### config.mk
export PLATFORM = sky130hd
export DESIGN_NAME = rtc_bus_sequencer_flat
export DESIGN_NICKNAME = d
export VERILOG_FILES = /design/src/rtl/rtc_bus_sequencer_if.sv /design/src/rtl/rtc_bus_sequencer.sv /design/src/flat_wrapper.sv
export SDC_FILE = /design/constraint.sdc
export NUM_CORES = 1
export LEC_CHECK = 0
export ABC_CLOCK_PERIOD_IN_PS = 2500
export BUFFER_PORTS_ARGS = -buffer_cell sky130_fd_sc_hd__clkbuf_2
export CORE_MARGIN = 4
export CORE_UTILIZATION = 30
export DETAILED_ROUTE_END_ITERATION = 8
export PLACE_DENSITY = 0.58
export SYNTH_ARGS = -nofsm -noshare
export SYNTH_HDL_FRONTEND = slang
export SYNTH_SLANG_ARGS = --single-unit
### constraint.sdc
create_clock -name clk -period 2.5 [get_ports clk]
set_input_delay 0.25 -clock clk [delete_from_list [all_inputs] [get_ports clk]]
set_output_delay 0.25 -clock clk [all_outputs]
set_load 0.05 [all_outputs]
### src/rtl/rtc_bus_sequencer_if.sv
// Processor/pad-side signal bundle for the RTC multiplexed-bus sequencer.
// Handshake: a rising edge of req_wr or req_rd seen while idle starts one
// transaction; busy stays high from the first address phase through the done
// cycle, done pulses for exactly one cycle, and edges seen while busy are dropped.
interface rtc_bus_sequencer_if;
  logic       req_wr;
  logic       req_rd;
  logic [7:0] addr;
  logic [7:0] wdata;
  logic [7:0] ad_in;
  logic [7:0] ad_out;
  logic       ad_oe;
  logic       cs_n;
  logic       a_d_n;
  logic       rd_n;
  logic       wr_n;
  logic [7:0] rd_data;
  logic       busy;
  logic       done;
  logic [3:0] dbg_state;

  modport master (
    output req_wr, req_rd, addr, wdata, ad_in,
    input  ad_out, ad_oe, cs_n, a_d_n, rd_n, wr_n, rd_data, busy, done, dbg_state
  );

  modport slave (
    input  req_wr, req_rd, addr, wdata, ad_in,
    output ad_out, ad_oe, cs_n, a_d_n, rd_n, wr_n, rd_data, busy, done, dbg_state
  );
endinterface

### src/rtl/rtc_bus_sequencer.sv
// Runs one address-phase + data-phase RTC bus transaction per request edge,
// with T_PH clock cycles per phase and fully registered pad/status outputs.
module rtc_bus_sequencer #(
  parameter int unsigned T_PH = 4
) (
  input logic               clk,
  input logic               rst,
  rtc_bus_sequencer_if.slave bus
);

  typedef enum logic [3:0] {
    S_IDLE, S_A_SETUP, S_A_STROBE, S_A_HOLD, S_GAP,
    S_D_SETUP, S_D_STROBE, S_D_HOLD, S_DONE
  } state_t;

  localparam logic [7:0] LAST_CNT = 8'(T_PH - 1);

  state_t     state, state_d;
  logic [7:0] cnt;
  logic       req_wr_q, req_rd_q;
  logic       is_rd_q, is_rd_nx;
  logic [7:0] addr_q, addr_nx;
  logic [7:0] wdata_q, wdata_nx;
  logic       start_wr, start_rd, start, phase_end;

  logic       cs_n_r, a_d_n_r, rd_n_r, wr_n_r, ad_oe_r, busy_r, done_r;
  logic [7:0] ad_out_r, rd_data_r;
  logic       cs_n_d, a_d_n_d, rd_n_d, wr_n_d, ad_oe_d, busy_d, done_d;
  logic [7:0] ad_out_d;

  assign start_wr  = bus.req_wr & ~req_wr_q;
  assign start_rd  = bus.req_rd & ~req_rd_q;
  assign start     = (state == S_IDLE) && (start_wr || start_rd);
  assign phase_end = (cnt == LAST_CNT);

  // Values the transaction will use from the next edge on; lets the outputs of
  // the first address cycle be registered straight from the request inputs.
  assign addr_nx  = start ? bus.addr  : addr_q;
  assign wdata_nx = start ? bus.wdata : wdata_q;
  assign is_rd_nx = start ? ~start_wr : is_rd_q;

  always_ff @(posedge clk) begin
    if (rst) begin
      state    <= S_IDLE;
      cnt      <= 8'd0;
      req_wr_q <= 1'b0;
      req_rd_q <= 1'b0;
      is_rd_q  <= 1'b0;
      addr_q   <= 8'd0;
      wdata_q  <= 8'd0;
    end else begin
      state    <= state_d;
      req_wr_q <= bus.req_wr;
      req_rd_q <= bus.req_rd;
      is_rd_q  <= is_rd_nx;
      addr_q   <= addr_nx;
      wdata_q  <= wdata_nx;
      if (state_d != state || state == S_IDLE) cnt <= 8'd0;
      else                                     cnt <= cnt + 8'd1;
    end
  end

  always_comb begin
    state_d = state;
    case (state)
      S_IDLE:     if (start)     state_d = S_A_SETUP;
      S_A_SETUP:  if (phase_end) state_d = S_A_STROBE;
      S_A_STROBE: if (phase_end) state_d = S_A_HOLD;
      S_A_HOLD:   if (phase_end) state_d = S_GAP;
      S_GAP:      if (phase_end) state_d = S_D_SETUP;
      S_D_SETUP:  if (phase_end) state_d = S_D_STROBE;
      S_D_STROBE: if (phase_end) state_d = S_D_HOLD;
      S_D_HOLD:   if (phase_end) state_d = S_DONE;
      S_DONE:                    state_d = S_IDLE;
      default:                   state_d = S_IDLE;
    endcase
  end

  // Output values are decoded from the state being entered, then registered.
  always_comb begin
    cs_n_d   = 1'b1;
    a_d_n_d  = 1'b1;
    rd_n_d   = 1'b1;
    wr_n_d   = 1'b1;
    ad_oe_d  = 1'b0;
    ad_out_d = ad_out_r;
    busy_d   = (state_d != S_IDLE);
    done_d   = (state_d == S_DONE);
    case (state_d)
      S_A_SETUP, S_A_STROBE, S_A_HOLD: begin
        cs_n_d   = 1'b0;
        a_d_n_d  = 1'b0;
        ad_oe_d  = 1'b1;
        ad_out_d = addr_nx;
        wr_n_d   = (state_d != S_A_STROBE);
      end
      S_D_SETUP, S_D_STROBE, S_D_HOLD: begin
        cs_n_d = 1'b0;
        if (!is_rd_nx) begin
          ad_oe_d  = 1'b1;
          ad_out_d = wdata_nx;
        end
        if (state_d == S_D_STROBE) begin
          rd_n_d = ~is_rd_nx;
          wr_n_d = is_rd_nx;
        end
      end
      default: ;
    endcase
  end

  always_ff @(posedge clk) begin
    if (rst) begin
      cs_n_r    <= 1'b1;
      a_d_n_r   <= 1'b1;
      rd_n_r    <= 1'b1;
      wr_n_r    <= 1'b1;
      ad_oe_r   <= 1'b0;
      ad_out_r  <= 8'd0;
      busy_r    <= 1'b0;
      done_r    <= 1'b0;
      rd_data_r <= 8'd0;
    end else begin
      cs_n_r   <= cs_n_d;
      a_d_n_r  <= a_d_n_d;
      rd_n_r   <= rd_n_d;
      wr_n_r   <= wr_n_d;
      ad_oe_r  <= ad_oe_d;
      ad_out_r <= ad_out_d;
      busy_r   <= busy_d;
      done_r   <= done_d;
      // Sample the pad on the edge that closes the read strobe.
      if (state == S_D_STROBE && phase_end && is_rd_q) rd_data_r <= bus.ad_in;
    end
  end

  assign bus.cs_n      = cs_n_r;
  assign bus.a_d_n     = a_d_n_r;
  assign bus.rd_n      = rd_n_r;
  assign bus.wr_n      = wr_n_r;
  assign bus.ad_oe     = ad_oe_r;
  assign bus.ad_out    = ad_out_r;
  assign bus.busy      = busy_r;
  assign bus.done      = done_r;
  assign bus.rd_data   = rd_data_r;
  assign bus.dbg_state = state;

endmodule

### src/flat_wrapper.sv
// flat-port wrapper written by rule: the top's interface ports become plain ports
module rtc_bus_sequencer_flat 
#(
  parameter int unsigned T_PH = 4
)
  (clk, rst, bus_req_wr, bus_req_rd, bus_addr, bus_wdata, bus_ad_in, bus_ad_out, bus_ad_oe, bus_cs_n, bus_a_d_n, bus_rd_n, bus_wr_n, bus_rd_data, bus_busy, bus_done, bus_dbg_state);
  rtc_bus_sequencer_if bus_i ();
  input logic clk;
  input logic rst;
  input wire logic [$bits(bus_i.req_wr)-1:0] bus_req_wr;
  input wire logic [$bits(bus_i.req_rd)-1:0] bus_req_rd;
  input wire logic [$bits(bus_i.addr)-1:0] bus_addr;
  input wire logic [$bits(bus_i.wdata)-1:0] bus_wdata;
  input wire logic [$bits(bus_i.ad_in)-1:0] bus_ad_in;
  output wire logic [$bits(bus_i.ad_out)-1:0] bus_ad_out;
  output wire logic [$bits(bus_i.ad_oe)-1:0] bus_ad_oe;
  output wire logic [$bits(bus_i.cs_n)-1:0] bus_cs_n;
  output wire logic [$bits(bus_i.a_d_n)-1:0] bus_a_d_n;
  output wire logic [$bits(bus_i.rd_n)-1:0] bus_rd_n;
  output wire logic [$bits(bus_i.wr_n)-1:0] bus_wr_n;
  output wire logic [$bits(bus_i.rd_data)-1:0] bus_rd_data;
  output wire logic [$bits(bus_i.busy)-1:0] bus_busy;
  output wire logic [$bits(bus_i.done)-1:0] bus_done;
  output wire logic [$bits(bus_i.dbg_state)-1:0] bus_dbg_state;
  assign bus_i.req_wr = bus_req_wr;
  assign bus_i.req_rd = bus_req_rd;
  assign bus_i.addr = bus_addr;
  assign bus_i.wdata = bus_wdata;
  assign bus_i.ad_in = bus_ad_in;
  assign bus_ad_out = bus_i.ad_out;
  assign bus_ad_oe = bus_i.ad_oe;
  assign bus_cs_n = bus_i.cs_n;
  assign bus_a_d_n = bus_i.a_d_n;
  assign bus_rd_n = bus_i.rd_n;
  assign bus_wr_n = bus_i.wr_n;
  assign bus_rd_data = bus_i.rd_data;
  assign bus_busy = bus_i.busy;
  assign bus_done = bus_i.done;
  assign bus_dbg_state = bus_i.dbg_state;
  rtc_bus_sequencer #(.T_PH(T_PH)) u_core (.clk(clk), .rst(rst), .bus(bus_i));
endmodule
## Word level (Yosys, flattened, before mapping)

Index checks and enable logic that the tools add are counted.

| word-level totals | value |
|---|---|
| bits in writable memories | 0 |
| bits in read-only memories | 0 |
| memories | 0 |
| word-level logic and storage cells | 77 |
| flip-flop bits (word level) | 54 |
| bits in latches | 0 |

| cells by class | value |
|---|---|
| reductions and logical operators | 14 |
| order comparisons | 0 |
| divide/modulo/power cells | 0 |
| $mul | 0 |
| $add $sub $neg | 1 |
| muxes and demuxes | 20 |
| shift operators | 0 |
| bitwise gates (word level) | 8 |
| equal/unequal tests | 18 |

Operators with widths:

| cell | number |
|---|---|
| 2-to-1 mux 4 bit | 8 |
| one-hot mux 4 bit (8 select lines) | 1 |
| == test 4 x 3 -> 1 bit (second input constant) | 7 |
| 2-to-1 mux 8 bit | 3 |
| == test 4 x 2 -> 1 bit (second input constant) | 4 |
| one-hot mux 8 bit (2 select lines) | 1 |
| OR reduction 3 bit | 3 |
| adder 8 x 1 -> 8 bit (second input constant) | 1 |
| == test 4 x 1 -> 1 bit (second input constant) | 2 |
| == test 8 x 2 -> 1 bit (second input constant) | 1 |
| inverter 1 bit | 6 |
| OR reduction 6 bit | 1 |
| 2-to-1 mux 1 bit | 5 |
| == test 4 bit (second input constant) | 1 |
| zero test 4 bit | 1 |
| != test 4 x 2 -> 1 bit (second input constant) | 1 |
| != test 4 bit | 1 |
| one-hot mux 1 bit (2 select lines) | 2 |
| nonzero test 4 bit | 1 |
| logical AND 1 bit | 3 |
| AND 1 bit | 2 |
| logical OR 1 bit | 2 |
| != test 2 bit (second input constant) | 1 |
| AND reduction 2 bit | 1 |
| other kinds (2) | 2 |

## Logic depth before layout (Yosys ltp)

| logic depth | value |
|---|---|
| depth after elaboration | 10 |
| gate-level depth with buffers | 7 |
| mapped depth without buffers | 6 |

## Worst setup path before layout

No wires, ideal clock.

| timing | value |
|---|---|
| kind | register to register |
| from | reg u_core.state[0], in the netlist u_core.bus.dbg_state[0] |
| to | reg u_core.ad_out_r[0], in the netlist u_core.bus.ad_out[0] |
| buffers on the path | 1 |
| path slack | 312 ps |
| data arrival time | 2100 ps |
| required time | 2412 ps |
| cell stages (with the launch flop) | 7 |
| cells stage by stage | dfxtp_1 buf_2 nand2_1 and4_1 a31oi_1 o221ai_1 a311oi_2 |

| on the way | value |
|---|---|
| longest elaborated chain between the ends | 8 |
| elaborated cells on any way between the ends | 34 |
| classes of those cells | 14 x eq/ne; 14 x mux; 6 x reduce/logical |

Ends and longest elaborated chain:

| item | line | source |
|---|---|---|
| start, declared | rtc_bus_sequencer.sv:18 | `state_t state, state_d;` |
| start signal, assigned | rtc_bus_sequencer.sv:52 | `state <= state_d;` |
| zero test 4 bit | rtc_bus_sequencer.sv:33, rtc_bus_sequencer.sv:65 |  |
| logical AND 1 bit | rtc_bus_sequencer.sv:33 | `assign start = (state == S_IDLE) && (start_wr \|\| start_rd);` |
| 2-to-1 mux 4 bit | rtc_bus_sequencer.sv:66 | `S_IDLE: if (start) state_d = S_A_SETUP;` |
| one-hot mux 4 bit (8 select lines) | rtc_bus_sequencer.sv:65 | `case (state)` |
| == test 4 x 3 -> 1 bit (tied with other cells) | rtc_bus_sequencer.sv:89 | `case (state_d)` |
| OR reduction 3 bit | rtc_bus_sequencer.sv:89 |  |
| != test 2 bit (no line) or nonzero test 2 bit (tied branches) | - |  |
| AND reduction 2 bit (no line) | - |  |
| end signal, assigned | rtc_bus_sequencer.sv:129 | `ad_out_r <= ad_out_d;` |
| end, declared | rtc_bus_sequencer.sv:27 | `logic [7:0] ad_out_r, rd_data_r;` |

Several ways; a longest one is shown, not always the timed one. The select of a mux whose other input is x is not followed.
A chain may end at the register's enable or synchronous reset.

## Worst setup path after layout

| timing | value |
|---|---|
| from | reg u_core.cnt[0] |
| to | reg u_core.ad_out_r[2], in the netlist u_core.bus.ad_out[2] |

| on the way | value |
|---|---|
| longest elaborated chain between the ends | 7 |
| elaborated cells on any way between the ends | 21 |
| classes of those cells | 8 x eq/ne; 9 x mux; 4 x reduce/logical |

Ends and longest elaborated chain:

| item | line | source |
|---|---|---|
| start, declared | rtc_bus_sequencer.sv:19 | `logic [7:0] cnt;` |
| start signal, assigned | rtc_bus_sequencer.sv:59 | `else cnt <= cnt + 8'd1;` |
| == test 8 x 2 -> 1 bit * | rtc_bus_sequencer.sv:34 | `assign phase_end = (cnt == LAST_CNT);` |
| 2-to-1 mux 4 bit (tied with other cells) | rtc_bus_sequencer.sv:73 | `S_D_HOLD: if (phase_end) state_d = S_DONE;` |
| one-hot mux 4 bit (8 select lines) * | rtc_bus_sequencer.sv:65 |  |
| == test 4 x 3 -> 1 bit (tied with other cells) | rtc_bus_sequencer.sv:89 |  |
| OR reduction 3 bit | rtc_bus_sequencer.sv:89 |  |
| != test 2 bit (no line) or nonzero test 2 bit (tied branches) | - |  |
| AND reduction 2 bit (no line) | - |  |

Every way passes the cells marked *; elsewhere a longest branch is shown, timed or not.

==> metrics.txt <==
clk buf depth=2; routability cong.=approximately 0.75; Syn Nets=between 200 and 300; Max Cap Violations=0; final critical path time including I/O delays and setup=roughly 2.3 ns; CTS sink count=54; Final Hold Viols=0; fin crit share=between 90% and 100%; Pwr Total=approximately 1.7 mW; end of the critical path=u_core.bus.ad_out[2]$_SDFFE_PP0P_; vias in the first global route=approximately 1800; Power Internal=between 1 and 1.5 mW; Syn Inst Count=246; hold-fix buffers at CTS=0; Total Neg Setup Slack=0 ns; setup slack, reg-to-reg=~0.24 ns; Design Area, Final=roughly 2800 sq um; root buffer cell=clkbuf_8; Synth area leader=dfxtp_1; YS warnings=0; clock skew=0.0118 ns; post-CTS resize count=0; Reg clk slew, reported paths=about 0.10 ns; min-delay src=bus_wdata[7]; drt total wl=~5200 um; Leak Pwr=1.10 nW; FF-to-FF path depth=6; Final nets=331; initial core utilization=31.3%; Post-DP Area=2670 sq um; top-count cell post-synth=dfxtp_1; DR pass1 iterations=4; worst slew pin tran=~0.57 ns; post-synthesis register bit count=54; Cell Rows=31; port buffer count=54; number of nets still failing antenna checks after routing=0; crit end category=flop; Primary FF master, synth=dfxtp_1; met2 routed WL=2360 um; top cell type's share of synthesized area=approximately 47%; number of synthesized flops with an enable pin=0; post-layout util=between 30% and 40%; pin count of the biggest net entering global routing=37; cts bufs inserted=5; WP data required=around 2.7 ns; antenna cells=0; met3 routed WL=about 290 um; Synth area leaders=dfxtp_1 (47%), nand2_1 (5.9%), nor2_1 (5.1%), a21oi_1 (4.8%), a311oi_2 (4.6%); clock share of power=about 28%; Starting DRT DRC Count=between 70 and 80; DP Wirelength=~3700 um; Worst VDD drop=roughly 0.00022 V; PD cells=~600 nW/um^2; commonest cells in the netlist=dfxtp_1 (54), nand2_1 (36), nor2_1 (31); Syn Std Cell Area=approximately 2300 sq um; run status=complete, no violations; CP startpoint=u_core.cnt[0]$_SDFF_PP0_; average cell area after synthesis=between 9 and 10 sq um; Top Layer Used=met4; FMAX=443 MHz; first-pass GRT wire length=~8000 um; total die area=between 9000 and 10000 sq um; critical path type=flop to flop; Hold Crit Class=input pin to flop; combinational group share of total power=16.1%; asr flop ratio synth=0%; # H-tree levels=2; CTS tree=built; Startpoint Class=flop; RSZ-0062 raised after global routing=no; M1 WL=between 2000 and 3000 um; width of the die=around 95 um; Slew HR=61.7%; critical path arrival=2.48 ns; worst skew pair latency=0.30 ns; Slew Limit Fails=0; Crit Reg-Reg Endpoint=u_core.bus.ad_out[2]$_SDFFE_PP0P_; sw frac=between 20% and 30%; share of cells above drive strength 1=27.2%; Worst Hold Depth=3; Vias=approximately 1900; sequential area share after synthesis=between 40% and 50%; total grt overflow=0; worst reg2reg startpoint=u_core.cnt[0]$_SDFF_PP0_; Reg power frac=between 50% and 60%; # IOs=between 50 and 60; initial antenna violation count=0; mean number of vias per cell=approximately 4.7; DRC violation count after routing=0; Unique masters post-synth=40; die height=between 90 and 100 um; final setup margin=roughly 0.24 ns; Avg WL per Cell=approximately 13 um; core area=around 7300 sq um; Area Growth Syn to Fin=21.6%; crit-path max FO=8; Total Routing Usage GR=11.4%; P_sw=between 0.4 and 0.5 mW; # setup viols final=0; Post-Place Worst Slack=0.125 ns
==> kinds of logic (layout without fill, tap and decap cells) <==
kind of cell	Yosys count	in the layout	share of synthesized area (%)
AO/OA/AOI/OAI	54	54	18.5
XOR/XNOR	7	7	2.68
adder cells (fa/ha/maj)	2	2	0.983
buffers and inverters	15	71	2.95
flip-flops	54	54	47.2
multiplexers	9	9	3.93
AND/OR/NAND/NOR	105	105	23.8
==> registers in the layout, indices dropped and copies added (netlist names), 4 cells and up <==
signal	count
u_core.addr_q	8
u_core.bus.ad_out	8
u_core.bus.dbg_state	4
u_core.bus.rd_data	8
u_core.cnt	8
u_core.wdata_q	8
==> power by group through the flow <==
stage / registers [mW] / clock network, mW / logic (mW)
global route: 0.937 / 0.511 / 0.291
finish: 0.932 / 0.461 / 0.267
CTS: 0.932 / 0.486 / 0.259
global placement: 0.951 / 0 / 0.255
detailed placement: 0.953 / 0 / 0.258
floorplan: 1.01 / 0 / 0.125
==> worst min path at each step <==
stage                                         endpoint  slack [ns]
after CTS                 u_core.wdata_q[7]$_SDFF_PP0_        0.15
after global routing      u_core.wdata_q[2]$_SDFF_PP0_        0.16
final                     u_core.wdata_q[7]$_SDFF_PP0_        0.16
after detailed placement   u_core.addr_q[5]$_SDFF_PP0_        0.45
after floorplan             u_core.req_rd_q$_SDFF_PP0_        0.38
after global placement     u_core.addr_q[4]$_SDFF_PP0_        0.44
==> cells in the final DEF (no fill, tap or decap), types with 3 or more instances in the layout <==
cell,netlist,final
clkbuf_2,0,54
dfxtp_1,54,54
nand2_1,36,36
nor2_1,31,31
a21oi_1,22,22
mux2i_1,9,9
o21a_1,9,9
o221ai_1,8,8
nor2b_1,7,7
nand3_1,7,7
a311oi_2,7,7
buf_4,0,7
xor2_1,6,6
clkbuf_8,0,5
nor4_1,3,3
o21ai_1,3,3
nor3_1,3,3
==> critical path, cell delays in order (launching register included) <==
cell	delay [ns]
dfxtp_1	0.39
ha_1	0.26
nor4b_4	0.25
nand2_1	0.19
a2111oi_4	0.59
o221ai_1	0.21
a311oi_2	0.28
==> per-layer routing <==
metal	vias up	global-route usage [%]
li1	980	-
met1	875	15.0
met2	43	18.1
met3	6	3.16
met4	0	3.67
met5	-	0
==> timing repair <==
action,in CTS,in global routing
setup buffers,0,3
endpoints found under the hold margin,0,0
endpoints found under the setup margin,0,8
==> stage by stage <==
stage | hold WS (ns) | cells
detailed placement | 0.447 | 391
global route | 0.159 | 401
global placement | 0.442 | 391
CTS | 0.152 | 398
finish | 0.159 | 401
floorplan | 0.378 | 246
==> final cells by class <==
| class | count | area (sq um) |
|---|---|---|
| Clock inverter | 1 | 7.51 |
| Sequential cell | 54 | 1080 |
| Tap cell | 99 | 124 |
| Fill cell | 756 | 4540 |
| Timing Repair Buffer | 62 | 343 |
| Inverter | 2 | 7.51 |
| Clock buffer | 6 | 72.6 |
| Multi-Input combinational cell | 177 | 1150 |
(Power assumes the default switching activity.)
